<file path="src/rtl/plic_apb_arb_pkg.sv">
// Shared types and constants for the PLIC APB front-end arbiter.
package plic_apb_arb_pkg;

    localparam int APB_AW = 32;
    localparam int APB_DW = 32;

    // Read data returned to the master when a transfer is forced to end by the timeout.
    localparam logic [APB_DW-1:0] ARB_ERR_RDATA = 32'hDEAD_BEEF;

    typedef enum logic [1:0] {
        ARB_IDLE   = 2'd0,
        ARB_SETUP  = 2'd1,
        ARB_ACCESS = 2'd2
    } arb_state_e;

endpackage

</file>
<file path="src/rtl/plic_rr_pick.sv">
// Combinational round-robin picker: returns the first requester at or after ptr_i,
// wrapping modulo NMST.
module plic_rr_pick #(
    parameter int NMST = 2,
    parameter int IW   = (NMST > 1) ? $clog2(NMST) : 1
) (
    input  logic [NMST-1:0] req_i,
    input  logic [IW-1:0]   ptr_i,
    output logic            vld_o,
    output logic [IW-1:0]   idx_o
);

    int j;

    // Scanning from the farthest offset down lets the nearest hit overwrite the others.
    always_comb begin
        vld_o = 1'b0;
        idx_o = '0;
        j     = 0;
        for (int i = NMST - 1; i >= 0; i--) begin
            j = int'(ptr_i) + i;
            if (j >= NMST) begin
                j = j - NMST;
            end
            if (req_i[j]) begin
                vld_o = 1'b1;
                idx_o = IW'(j);
            end
        end
    end

endmodule

</file>
<file path="src/rtl/plic_apb_arbiter.sv">
// Round-robin arbiter letting NMST APB masters share the PLIC's single APB slave port,
// with a bounded ACCESS phase so a hung slave cannot lock out the other masters.
module plic_apb_arbiter
    import plic_apb_arb_pkg::*;
#(
    parameter int NMST    = 2,
    parameter int TIMEOUT = 256
) (
    input  logic                        clk,
    input  logic                        rstn,
    input  logic [NMST-1:0]             m_psel,
    input  logic [NMST-1:0]             m_penable,
    input  logic [NMST-1:0]             m_pwrite,
    input  logic [NMST-1:0][APB_AW-1:0] m_paddr,
    input  logic [NMST-1:0][APB_DW-1:0] m_pwdata,
    output logic [APB_DW-1:0]           m_prdata,
    output logic [NMST-1:0]             m_pready,
    output logic [NMST-1:0]             m_pslverr,
    output logic                        plic_psel,
    output logic                        plic_penable,
    output logic                        plic_pwrite,
    output logic [APB_AW-1:0]           plic_paddr,
    output logic [APB_DW-1:0]           plic_pwdata,
    input  logic [APB_DW-1:0]           plic_prdata,
    input  logic                        plic_pready,
    input  logic                        plic_pslverr,
    output arb_state_e                  dbg_state_o
);

    // Handshake: a master request is m_psel; its response is valid only in the cycle its
    // own m_pready bit is 1, and m_prdata/m_pslverr are qualified by that bit. Downstream
    // follows plain APB: SETUP (psel, !penable) then ACCESS (psel, penable) until pready.

    localparam int IW = $clog2(NMST);
    localparam int CW = (TIMEOUT > 0) ? $clog2(TIMEOUT + 1) : 1;
    localparam logic [CW-1:0] CNT_LAST = CW'((TIMEOUT > 0) ? TIMEOUT - 1 : 0);
    localparam logic [IW-1:0] LAST_IDX = IW'(NMST - 1);

    arb_state_e        state_q, state_d;
    logic [IW-1:0]     gnt_q, gnt_d;
    logic [IW-1:0]     ptr_q, ptr_d;
    logic [APB_AW-1:0] addr_q, addr_d;
    logic [APB_DW-1:0] wdata_q, wdata_d;
    logic              wr_q, wr_d;
    logic [CW-1:0]     cnt_q, cnt_d;

    logic              pick_vld;
    logic [IW-1:0]     pick_idx;
    logic              in_access;
    logic              timeout_hit;
    logic              done;
    logic              resp_vld;
    logic [IW-1:0]     next_ptr;

    plic_rr_pick #(
        .NMST (NMST),
        .IW   (IW)
    ) u_pick (
        .req_i (m_psel),
        .ptr_i (ptr_q),
        .vld_o (pick_vld),
        .idx_o (pick_idx)
    );

    assign in_access   = (state_q == ARB_ACCESS);
    // A real pready in the timeout cycle wins over the forced error.
    assign timeout_hit = (TIMEOUT != 0) && in_access && (cnt_q == CNT_LAST) && !plic_pready;
    assign done        = in_access && (plic_pready || timeout_hit);
    // If the owner has abandoned its request, the downstream transfer ends but is not reported.
    assign resp_vld    = done && m_psel[gnt_q];
    assign next_ptr    = (gnt_q == LAST_IDX) ? '0 : gnt_q + IW'(1);

    always_comb begin
        state_d = state_q;
        gnt_d   = gnt_q;
        ptr_d   = ptr_q;
        addr_d  = addr_q;
        wdata_d = wdata_q;
        wr_d    = wr_q;
        cnt_d   = cnt_q;
        case (state_q)
            ARB_IDLE: begin
                if (pick_vld) begin
                    gnt_d   = pick_idx;
                    addr_d  = m_paddr[pick_idx];
                    wdata_d = m_pwdata[pick_idx];
                    wr_d    = m_pwrite[pick_idx];
                    state_d = ARB_SETUP;
                end
            end
            ARB_SETUP: begin
                cnt_d   = '0;
                state_d = ARB_ACCESS;
            end
            ARB_ACCESS: begin
                if (done) begin
                    ptr_d   = next_ptr;
                    state_d = ARB_IDLE;
                end else if (cnt_q != '1) begin
                    cnt_d = cnt_q + CW'(1);
                end
            end
            default: state_d = ARB_IDLE;
        endcase
    end

    always_ff @(posedge clk or negedge rstn) begin
        if (!rstn) begin
            state_q <= ARB_IDLE;
            gnt_q   <= '0;
            ptr_q   <= '0;
            addr_q  <= '0;
            wdata_q <= '0;
            wr_q    <= 1'b0;
            cnt_q   <= '0;
        end else begin
            state_q <= state_d;
            gnt_q   <= gnt_d;
            ptr_q   <= ptr_d;
            addr_q  <= addr_d;
            wdata_q <= wdata_d;
            wr_q    <= wr_d;
            cnt_q   <= cnt_d;
        end
    end

    always_comb begin
        plic_psel    = (state_q != ARB_IDLE);
        plic_penable = in_access;
        plic_pwrite  = wr_q;
        plic_paddr   = addr_q;
        plic_pwdata  = wdata_q;
        m_pready     = '0;
        m_pslverr    = '0;
        m_prdata     = '0;
        if (resp_vld) begin
            m_pready[gnt_q]  = 1'b1;
            m_pslverr[gnt_q] = plic_pready ? plic_pslverr : 1'b1;
            m_prdata         = plic_pready ? plic_prdata : ARB_ERR_RDATA;
        end
    end

    assign dbg_state_o = state_q;

endmodule

</file>
<file path="config.mk">
export PLATFORM = sky130hd
export DESIGN_NAME = plic_apb_arbiter
export DESIGN_NICKNAME = d
export VERILOG_FILES = /design/src/rtl/plic_apb_arb_pkg.sv /design/src/rtl/plic_rr_pick.sv /design/src/rtl/plic_apb_arbiter.sv
export SDC_FILE = /design/constraint.sdc
export NUM_CORES = 1
export LEC_CHECK = 0
export BUFFER_PORTS_ARGS = -buffer_cell sky130_fd_sc_hd__buf_2
export CAP_MARGIN = 20
export CORE_ASPECT_RATIO = 0.75
export CORE_UTILIZATION = 40
export CTS_CLUSTER_SIZE = 14
export DETAILED_ROUTE_END_ITERATION = 10
export GPL_ROUTABILITY_DRIVEN = 0
export GPL_TIMING_DRIVEN = 1
export MAX_ROUTING_LAYER = met4
export PLACE_DENSITY = 0.88
export SYNTH_ARGS = -nofsm -noshare
export SYNTH_HDL_FRONTEND = slang
export SYNTH_HIERARCHICAL = 1
export SYNTH_SLANG_ARGS = --single-unit
</file>
<file path="constraint.sdc">
create_clock -name clk -period 2.3 [get_ports clk]
set_input_delay 0.23 -clock clk [delete_from_list [all_inputs] [get_ports clk]]
set_output_delay 0.23 -clock clk [all_outputs]
set_load 0.01 [all_outputs]
</file>
# After elaboration in Yosys (flattened, before gate mapping)
# Cells that the tools add are included.
# totals
regBits,78
input_bits,170
output_inout_bits,105
# classes
bitwise,1
order_cmp,7
mux,34
n_reduce_logical,14
n_eq_ne,8
add_sub_neg,5
# op_table
op,count
two-way mux 32 bit,8
less-than comparator 32 x 3 -> 1 bit (second input constant),2
greater-or-equal comparator 32 x 3 -> 1 bit (second input constant),1
subtractor 32 x 3 -> 32 bit (second input constant),1
two-way mux 9 bit,2
case mux 9 bit (2 select lines),1
two-way mux 1 bit,17
adder 9 x 1 -> 9 bit (second input constant),1
equality test 9 x 8 -> 1 bit (second input constant),1
inequality test 9 bit (second input constant),1
two-way mux 2 bit,4
case mux 2 bit (3 select lines),1
AND reduction 2 bit,3
logical AND 1 bit,5
less-than comparator 1 x 2 -> 1 bit (second input constant),2
inequality test 2 x 1 -> 1 bit (second input constant),2
inequality test 2 bit (second input constant),2
nonzero test 2 bit,2
AND reduction 3 bit,1
subtractor 1 x 2 -> 3 bit (second input constant),1
adder 1 x 1 -> 2 bit (second input constant),1
bitwise AND 2 bit,1
equality test 2 x 1 -> 1 bit (second input constant),1
equality test 2 bit (second input constant),1
7 further kinds,7

# Logic depth before layout (Yosys ltp)
# Gate-level depths: netlist of run 1.
# depth
word_depth,10
mapped_depth,9
ltp_nobuf,7

# Cells and area by module
# Netlist of run 1, hierarchy kept.
# by_module_without_submodules
module,cells_per_inst,area_each_um2,n_inst
plic_apb_arbiter,441,4126.5,1
plic_rr_pick,3,17.5,1

# Worst setup path before layout of run 1
# No wires, ideal clock.
# synth_timing
path_kind,reg2out
start,register cnt_q[0]
end,output port m_prdata[0]
path_slack_ns,0.178
path_stages_with_launch,10
arrival_time_ns,1.892
cell_sequence,dfrtp_1 -> ha_1 -> nand3_1 -> nor2_1 -> ha_1 -> o21ai_0 -> nand2b_1 -> clkbuf_1 -> buf_2 -> a21oi_1
# synth_via
elab_chain_len,7
# synth_lines
item,line_no,source
from (decl),plic_apb_arbiter.sv:45,"logic [CW-1:0] cnt_q, cnt_d;"
from (signal assigned),plic_apb_arbiter.sv:123,cnt_q <= cnt_d;
equality test 9 x 8 -> 1 bit,plic_apb_arbiter.sv:67,assign timeout_hit = (TIMEOUT != 0) && in_access && (cnt_q == CNT_LAST) && !plic_pready;
logical AND 1 bit (2 in a row),plic_apb_arbiter.sv:67,
logical OR 1 bit,plic_apb_arbiter.sv:68,assign done = in_access && (plic_pready || timeout_hit);
logical AND 1 bit,plic_apb_arbiter.sv:68,
logical AND 1 bit,plic_apb_arbiter.sv:70,assign resp_vld = done && m_psel[gnt_q];
two-way mux 32 bit,plic_apb_arbiter.sv:136,if (resp_vld) begin
to (decl),plic_apb_arbiter.sv:16,"output logic [APB_DW-1:0] m_prdata,"
# No other way between the ends.

# Final worst setup path of run 1
# layout_timing
start,register cnt_q[0]
end,output port m_prdata[27]
# The elaborated chain is that of the path after synthesis.

==> results of run 1 <==
[Yosys cell counts, types with 2 or more instances]
cell type,n,area (um2)
a21oi_1,89,445
dfrtp_1,78,1950
nor2_1,71,267
mux2i_1,65,651
inv_1,31,116
clkbuf_1,18,67.6
buf_2,13,65.1
and2_1,10,62.6
nand2_1,10,37.5
ha_1,7,87.6
nand2b_1,7,43.8
nand3_1,6,30.0
mux2_2,5,56.3
nand4_1,4,25.0
o211ai_1,3,22.5
or4_1,3,22.5
a41o_1,2,20.0
nor2b_1,2,12.5
o21ai_0,2,10.0
o311ai_0,2,17.5
[where the power goes]
group | total [mW] | leakage [nW] | switching [mW] | internal, mW
clock | 1.42 | 0.148 | 0.553 | 0.865
combinational | 2.96 | 2.17 | 1.70 | 1.26
sequential | 2.30 | 0.890 | 0.315 | 1.99
total | 6.68 | 3.21 | 2.57 | 4.11
[per-stage QoR]
step / TNS (ns) / total power, mW / instances / setup slack [ns] / hold WS, ns
6_report: 0 / 6.68 / 853 / 0.0862 / 0.192
4_1_cts: 0 / 6.71 / 849 / 0.00717 / 0.180
3_5_place_dp: 0 / 5.25 / 827 / 0.104 / 0.192
5_1_grt: -0.405 / 7.16 / 853 / -0.0457 / 0.195
3_3_place_gp: 0 / 5.13 / 827 / 0.147 / 0.188
2_1_floorplan: 0 / 4.04 / 444 / 0.178 / -0.0656
[worst max-delay path by stage]
stage | from | end
6_report | cnt_q[0]$_DFFE_PN0P_ | m_prdata[27]
5_1_grt | cnt_q[0]$_DFFE_PN0P_ | m_prdata[26]
4_1_cts | cnt_q[5]$_DFFE_PN0P_ | m_prdata[10]
3_5_place_dp | cnt_q[0]$_DFFE_PN0P_ | cnt_q[5]$_DFFE_PN0P_
3_3_place_gp | cnt_q[0]$_DFFE_PN0P_ | cnt_q[6]$_DFFE_PN0P_
2_1_floorplan | cnt_q[0]$_DFFE_PN0P_ | m_prdata[0]
[registers in the layout, summed over array words and instances (netlist names)]
signal	count
gnt_q	1
plic_pwrite	1
dbg_state_o	2
ptr_q	1
plic_paddr	32
cnt_q	9
plic_pwdata	32
[routing by layer]
metal	vias to the layer above	track usage [%]	wire length [um]
met2	156	38.8	5960
li1	2064	-	-
met3	15	5.14	683
met4	0	6.25	165
met5	-	-	0
met1	1892	24.3	4610
[kinds of logic after synthesis]
logic type / Yosys count / share of synthesized area (%)
flops: 78 / 47.1
buf+inv: 63 / 6.10
compound gates: 105 / 13.8
mux: 70 / 17.1
fa+ha+maj: 7 / 2.11
simple gates: 121 / 13.8
[what timing repair did]
| item | CTS | global route |
|---|---|---|
| hold endpoints to repair | 31 | 0 |
| setup endpoints to repair | 24 | 29 |
| hold buffers | 1 | 0 |
| buffers inserted | 5 | 4 |
| pin swaps | 1 | 3 |
| resized for setup | 2 | 11 |
[cell type report]
type	instances	area (um2)
Sequential cell	78	1950
Clock inverter	6	61.3
Inverter	31	116
Timing Repair Buffer	293	1570
Multi-Input combinational cell	303	1990
Tap cell	132	165
Fill cell	866	3760
Clock buffer	10	239
[worst max-delay path: stages (launching register included)]
cell      delay [ns]
dfrtp_1         0.36
ha_2            0.18
nand3_1         0.07
nor2_2          0.16
ha_2            0.23
o21ai_2         0.07
nand2b_4        0.15
buf_12          0.15
a21oi_1         0.13
buf_2           0.15
==> impl_metrics.toml, run 1 <==
[timing]
rsz0062_at_grt = "yes"
period_share_pct = 96.3
timing.fmax_ghz = 0.452
tightest_slew_ns = 0.412
hold_viol = 0
drv_slew = 0
relSlewSlack_pct = 72.5
finalSetupViolCount = 0
period_minus_slack_ns = 2.21
skew_ns = 0.00274

[setup_path]
end_kind = "primary output"
r2r_start = "cnt_q[0]$_DFFE_PN0P_"
reg2reg_depth = 8
rrSetupSlack_ns = 0.10
crit_path_start_kind = "flip-flop"
arrival_ns = 1.98
path_class = "reg2out"
crit_required_ns = 2.07
crit_fanout = 24
r2r_end = "cnt_q[5]$_DFFE_PN0P_"

[finish]
drive_gt1_share_pct = 45.4
area_growth_pct = 47.1
final_common_cell = "buf_2"
final_area_um2 = 6090
finalCoreUtilization_pct = 61.9
most-common-layout-cells = "buf_2 (271), a21oi_1 (85), dfrtp_1 (78)"
finalNetCount = 893
antenna_cells = 0

[power_and_ir_drop]
ir_drop_uv = 521
leakagePower_nw = 3.21
powerDensity_nw_per_um2 = 1100

[yosys]
yosysUniqueCellTypes = 36
syn_area_um2 = 4140
ys_warn_count = 6
syn_nets = 621
syn-instance-count = 444
synth_edf_count = 0
async_flop_share_pct = 100
ys_seq_area_share_pct = 47.1
postSynthAreaPerCell_um2 = 9.33
synth-seq-cells = 78
synth-main-ff-cell = "dfrtp_1"

[hold_path]
whs_path_depth = 3
hold_class = "in2reg"
min_from = "m_paddr[6]"
hold_end = "plic_paddr[6]$_DFFE_PN0P_"

[drt]
drt_iter0_markers = 108
drc_errors = 0
wl_per_cell_um = 13.4
routed_wl_um = 11400
first_pass_iters = 4
vias = 4127
final_antenna_net_count = 0
via_per_inst = 4.84

[clock_tree]
cts_max_level = 3
clk_latency_ns = 0.33
clk_path_buf_depth = 2
cts_root_buf = "clkbuf_16"
path_clk_slew_ns = 0.06
cts_sinks = 78
numCtsBuffers = 9
cts_tree = "done"

[die]
die_w_um = 120
start_util_pct = 42.1
die-area_um2 = 10800
rows = 31
coreArea_um2 = 9850
io_pins = 275
die_h_um = 90.1

[global_routing]
grt_max_degree = 93
grt_pass1_wl_um = 18000
grt_pass1_vias = 3773
grtUsageTotal_pct = 21.9
grt_antenna_before_repair = 0
gr-total-overflow = 0

[placement]
hpwl_um = 8620
dpl_cell_area_um2 = 5670
place.port_buffers = 272

[status]
status = "finished clean"

[flow_run]
max-cap-violations = 0
(Power assumes the default switching activity.)
==> run 2: changes to the inputs <==
--- a/config.mk
+++ b/config.mk
@@ -14,7 +14,7 @@
 export GPL_ROUTABILITY_DRIVEN = 0
 export GPL_TIMING_DRIVEN = 1
 export MAX_ROUTING_LAYER = met4
-export PLACE_DENSITY = 0.88
+export PLACE_DENSITY = 0.76
 export SYNTH_ARGS = -nofsm -noshare
 export SYNTH_HDL_FRONTEND = slang
 export SYNTH_HIERARCHICAL = 1
==> run 2 against run 1 <==
Against the previous run: register-to-register slack gained 0.02 ns; sequential share of layout area is essentially flat; hold slack lost 0.22 ns; clock power grew 6%; clock-buffer cell count grew 1; final area is essentially flat; power grew 1.7%; global-route usage grew 1.1 points; first-iteration DRC count grew 28%; worst setup slack gained 0.035 ns; flip-flop and latch count is the same; die area is the same; the run now ends with negative hold slack left.
==> impl_metrics.toml, run 2 (synthesis gave the netlist of run 1 again) <==
[placement]
hpwl_um = 9290
dpl_cell_area_um2 = 5710
pre_cts_ws_ns = 0.121
place.port_buffers = 272

[setup_path]
cp_slowest_cell = "or4b_4"
crit_path_start_kind = "flip-flop"
arrival_ns = 2.44
path_buf_inv = 1
path_class = "reg2reg"
crit_family = "simple AND/OR/NAND/NOR gates"
worstPathCellList = "ha_2, nand3_1, nor2_2, ha_2, buf_4, or4b_4, or4_1, nand3_1"
crit_required_ns = 2.56
crit_fanout = 6
cp_slowest_stage_delay_ns = 0.58
end_kind = "flip-flop"

[finish]
drive_gt1_share_pct = 45.0
most-common-layout-cells = "buf_2 (271), a21oi_1 (88), dfrtp_1 (77)"
area_growth_pct = 47.1
final_common_cell = "buf_2"
antenna_cells = 0
final_area_um2 = 6100
finalNetCount = 895

[hold_path]
hold_class = "in2async"

[power_and_ir_drop]
ir_drop_uv = 620
powerDensity_nw_per_um2 = 1110
leakagePower_nw = 3.21
design_power_total_mw = 6.80

[drt]
vias = 4158
drt_iter0_markers = 138
drc_errors = 0
via_per_inst = 4.86
wl_per_cell_um = 14.2
routed_wl_um = 12100
final_antenna_net_count = 0
first_pass_iters = 4

[timing]
period_share_pct = 94.7
relSlewSlack_pct = 47.5
finalSetupViolCount = 0
hold_viol = 25
fin_ws_ns = 0.121
drv_slew = 0
whs_ns = -0.0286
period_minus_slack_ns = 2.18
timing.fmax_ghz = 0.459
tightest_slew_ns = 0.787
skew_ns = 0.00723

[clock_tree]
cts_root_buf = "clkbuf_16"
cts_sinks = 78
clk_path_buf_depth = 2
cts_max_level = 3
clk_latency_ns = 0.33
numCtsBuffers = 9
path_clk_slew_ns = 0.06
cts_tree = "done"
cts_hold_buf = 0

[global_routing]
grt_pass1_wl_um = 19000
grt_antenna_before_repair = 0
gr-total-overflow = 0
grt_pass1_vias = 4004
grtUsageTotal_pct = 22.9
grt_max_degree = 78

[die]
die_w_um = 120
coreArea_um2 = 9850
die-area_um2 = 10800
io_pins = 275
start_util_pct = 42.1
die_h_um = 90.1
rows = 31

[flow_run]
max-cap-violations = 0

[status]
failed_checks = "negative hold slack"
status = "finished with violations"
-- run 2: cell types whose count changed in the layout (fill, tap and decap cells not counted), sizes merged --
cell	change
buf	+3
bufinv	+1
clkinv	-3
clkbuf	+1
dlygate4sd3	-1
clkinvlp	+1
-- run 2: layout make-up --
type,instances,area (um2)
clock buffers,11,233
clock inverters,5,83.8
fillers,810,3750
inverters,31,116
multi-input cells,303,1970
flip-flops and latches,78,1950
well taps,132,165
repair buffers,295,1570
-- run 2: what timing repair did --
action                                  CTS  global route
resized for setup                         4             6
buffers inserted                          3             2
endpoints found under the setup margin   24            29
pin swaps                                 1             3
-- run 2: where the power goes --
part           internal (mW)  switching, mW  total [mW]
clock                  0.953          0.557        1.51
combinational           1.26           1.72        2.98
sequential              1.99          0.321        2.31
total                   4.20           2.60        6.80
-- run 2: worst paths after layout --
kind / start / slack [ns] / depth (start not counted) / end
max: cnt_q[0]$_DFFE_PN0P_ / 0.12 / 8 / cnt_q[4]$_DFFE_PN0P_
min: rstn / -0.03 / 1 / plic_paddr[15]$_DFFE_PN0P_
max reg2reg: cnt_q[0]$_DFFE_PN0P_ / 0.12 / 8 / cnt_q[4]$_DFFE_PN0P_
min reg2reg: ptr_q$_DFFE_PN0P_ / 0.49 / 2 / ptr_q$_DFFE_PN0P_
max in group asynchronous: rstn / 1.64 / 2 / dbg_state_o[0]$_DFFE_PN0P_
min in group clk: m_paddr[35] / 0.20 / 3 / plic_paddr[3]$_DFFE_PN0P_
-- run 2: metal layers --
metal / GRT usage, % / wire length [um] / up-vias / share of wire [%]
met2: 41.9 / 6480 / 178 / 53
met5: - / 0 / - / 0
li1: - / - / 2063 / -
met1: 24.0 / 4620 / 1891 / 38
met4: 9.69 / 314 / 0 / 2.6
met3: 4.38 / 698 / 26 / 5.8
-- run 2: per-stage QoR --
step                      setup TNS, ns  util, %  std cells
after floorplan                       0        -        444
after global placement                0     58.0        834
after detailed placement              0     58.0        834
after CTS                             0     61.5        853
after global routing           -0.00143     61.9        855
final                                 0     61.9        855
==> run 3: changes to the inputs <==
--- a/config.mk
+++ b/config.mk
@@ -5,6 +5,7 @@
 export SDC_FILE = /design/constraint.sdc
 export NUM_CORES = 1
 export LEC_CHECK = 0
+export ABC_AREA = 1
 export BUFFER_PORTS_ARGS = -buffer_cell sky130_fd_sc_hd__buf_2
 export CAP_MARGIN = 20
 export CORE_ASPECT_RATIO = 0.75
@@ -14,7 +15,7 @@
 export GPL_ROUTABILITY_DRIVEN = 0
 export GPL_TIMING_DRIVEN = 1
 export MAX_ROUTING_LAYER = met4
-export PLACE_DENSITY = 0.76
+export PLACE_DENSITY = 0.77
 export SYNTH_ARGS = -nofsm -noshare
 export SYNTH_HDL_FRONTEND = slang
 export SYNTH_HIERARCHICAL = 1
==> run 3 against run 2 <==
Against the previous run: the run ends with negative setup slack left; flip-flop and latch count stayed put; synthesized area fell by 3.3%; sequential share of layout area rose by 0.39 points; synthesized cell count rose by 22%; worst setup slack got worse by 0.20 ns.
==> impl_metrics.toml, run 3 <==
[placement]
hpwl_um = 9150
pre_cts_ws_ns = 0.187
place.port_buffers = 272
dpl_cell_area_um2 = 5500

[power_and_ir_drop]
ir_drop_uv = 667
powerDensity_nw_per_um2 = 1170
leakagePower_nw = 3.17

[timing]
fin_ws_ns = -0.0747
tns_ns = -1.83
finalSetupViolCount = 32
period_minus_slack_ns = 2.37
timing.fmax_ghz = 0.421
relSlewSlack_pct = 53.1
skew_ns = 0.00404
period_share_pct = 103
tightest_slew_ns = 0.704
rsz0062_at_grt = "yes"
hold_viol = 0
drv_slew = 0

[yosys]
syn-instance-count = 541
yosysTopAreaCell = "dfrtp_1"
ys_seq_area_share_pct = 48.7
synth.top_cell.area_share_pct = 48.7
synth-seq-cells = 78
syn_area_um2 = 4010
synth_commonest_cells = "a21oi_1 (132), nor2_1 (130), nand2_1 (110)"
synth.most_common_cell = "a21oi_1"
yosysUniqueCellTypes = 22
ys_warn_count = 6
synth_edf_count = 0
async_flop_share_pct = 100
synth-main-ff-cell = "dfrtp_1"
syn_nets = 718
yosys-top-cells-area = "dfrtp_1 (49%), a21oi_1 (16%), nor2_1 (12%)"
postSynthAreaPerCell_um2 = 7.41

[drt]
drc_errors = 0
routed_wl_um = 13400
final_antenna_net_count = 0
via_per_inst = 4.97
first_pass_iters = 4
wl_per_cell_um = 14.1
vias = 4721
drt_iter0_markers = 307

[die]
io_pins = 275
rows = 31
start_util_pct = 41.3
die_w_um = 118
die_h_um = 88.7
coreArea_um2 = 9700
die-area_um2 = 10400

[finish]
fill_cells = 882
drive_gt1_share_pct = 40.8
finalNetCount = 989
area_growth_pct = 50.2
final_common_cell = "buf_2"
most-common-layout-cells = "buf_2 (269), a21oi_1 (131), nor2_1 (119)"
final_area_um2 = 6020

[setup_path]
path_depth = 12
worstPathCellList = "ha_2, nand2_2, inv_2, nand2_2, nor2_4, ha_4, o21ai_4, nor2_4, nor2_4, buf_6, nor2_1, buf_2"
crit_path_start_kind = "flip-flop"
path_buf_inv = 3
arrival_ns = 2.14
crit_path_frequent_cell = "nor2_4"
reg2reg_depth = 16
path_class = "reg2out"
crit_family = "simple AND/OR/NAND/NOR gates"
cp_slowest_cell = "dfrtp_1"
end_kind = "primary output"
crit_required_ns = 2.07
cp_slowest_stage_delay_ns = 0.38
crit_fanout = 8

[global_routing]
grt_max_degree = 67
grtUsageTotal_pct = 24.4
grt_pass1_vias = 4059
grt_antenna_before_repair = 1
gr-total-overflow = 0
grt_pass1_wl_um = 19700

[clock_tree]
cts_tree = "done"
clk_latency_ns = 0.33
cts_sinks = 78
cts_root_buf = "clkbuf_16"
numCtsBuffers = 9
clk_path_buf_depth = 2
path_clk_slew_ns = 0.06
cts_max_level = 3

[hold_path]
whs_path_depth = 3
hold_class = "in2reg"

[status]
status = "finished with violations"
failed_checks = "negative setup slack"

[flow_run]
max-cap-violations = 0
==> run 3: changes by cell type after synthesis, moves of 7 or more <==
cell      change
a21oi_1      +43
inv_1         -9
buf_1         +8
and2_1       -10
nand2_1     +100
nor2_1       +59
nand2b_1      -7
mux2i_1      -65
==> run 3: cell families after synthesis <==
| group | share of synthesized area [%] |
|---|---|
| flops | 48.7 |
| fa+ha+maj | 2.19 |
| simple gates | 24.9 |
| compound gates | 18.3 |
| buf+inv | 5.96 |
==> run 3: final timing paths <==
check,from,endpoint,slack [ns]
setup / recovery,cnt_q[1]$_DFFE_PN0P_,m_prdata[9],-0.07
hold reg to reg,ptr_q$_DFFE_PN0P_,ptr_q$_DFFE_PN0P_,0.50
setup reg to reg,cnt_q[1]$_DFFE_PN0P_,cnt_q[6]$_DFFE_PN0P_,0.24
max in group asynchronous,rstn,cnt_q[6]$_DFFE_PN0P_,1.28
hold / removal,m_paddr[32],plic_paddr[0]$_DFFE_PN0P_,0.14
min in group asynchronous,rstn,plic_pwdata[25]$_DFFE_PN0P_,0.41
==> run 3: cell type report <==
cell class	count	area, um2	share of cell area [%]
repair buffers	294	1600	26.5
multi-input cells	406	1900	31.6
flip-flops and latches	78	1950	32.4
inverters	23	86.3	1.43
clock buffers	10	229	3.80
clock inverters	6	86.3	1.43
well taps	132	165	2.74
diodes	1	2.50	0.0416
==> run 3: layer usage <==
layer	wire length (um)	track usage (%)	vias to the layer above	share of wire [%]
li1	-	-	2287	-
met1	5660	30.5	2210	42
met2	6770	40.7	206	51
met3	778	4.64	18	5.8
met4	163	7.81	0	1.2
met5	0	-	-	0
==> run 3: worst register-to-register path: stages, from the launching register on <==
cell     delay [ns]
dfrtp_1        0.38
ha_2           0.20
nand2_2        0.07
inv_2          0.04
nand2_2        0.08
nor2_4         0.05
buf_4          0.12
buf_4          0.13
ha_1           0.18
nand2_1        0.06
nand2_1        0.08
inv_1          0.14
nand2_2        0.13
inv_1          0.14
nand2_1        0.07
nand2_1        0.06
inv_1          0.04
==> run 3: timing repair <==
| action | CTS | global route |
|---|---|---|
| endpoints found under the setup margin | 34 | 34 |
| pin swaps | 4 | 7 |
| hold buffers | 1 | 0 |
| buffers inserted | 8 | 4 |
| cloned | 2 | 0 |
| hold endpoints to repair | 34 | 0 |
| resized for setup | 9 | 21 |
==> run 3: metrics by stage <==
step | cells | hold WS [ns] | utilization [%] | power, mW
floorplan | 541 | -0.0656 | - | 4.16
global placement | 920 | 0.213 | 56.7 | 5.34
detailed placement | 920 | 0.222 | 56.7 | 5.49
CTS | 947 | 0.126 | 61.5 | 7.08
global route | 950 | 0.132 | 62.1 | 7.53
finish | 950 | 0.141 | 62.1 | 7.05
==> run 3: power by group <==
| part | total, mW | switching [mW] | internal (mW) |
|---|---|---|---|
| combinational | 3.23 | 2.00 | 1.24 |
| clock | 1.49 | 0.543 | 0.948 |
| sequential | 2.32 | 0.319 | 2.00 |
| total | 7.05 | 2.86 | 4.19 |
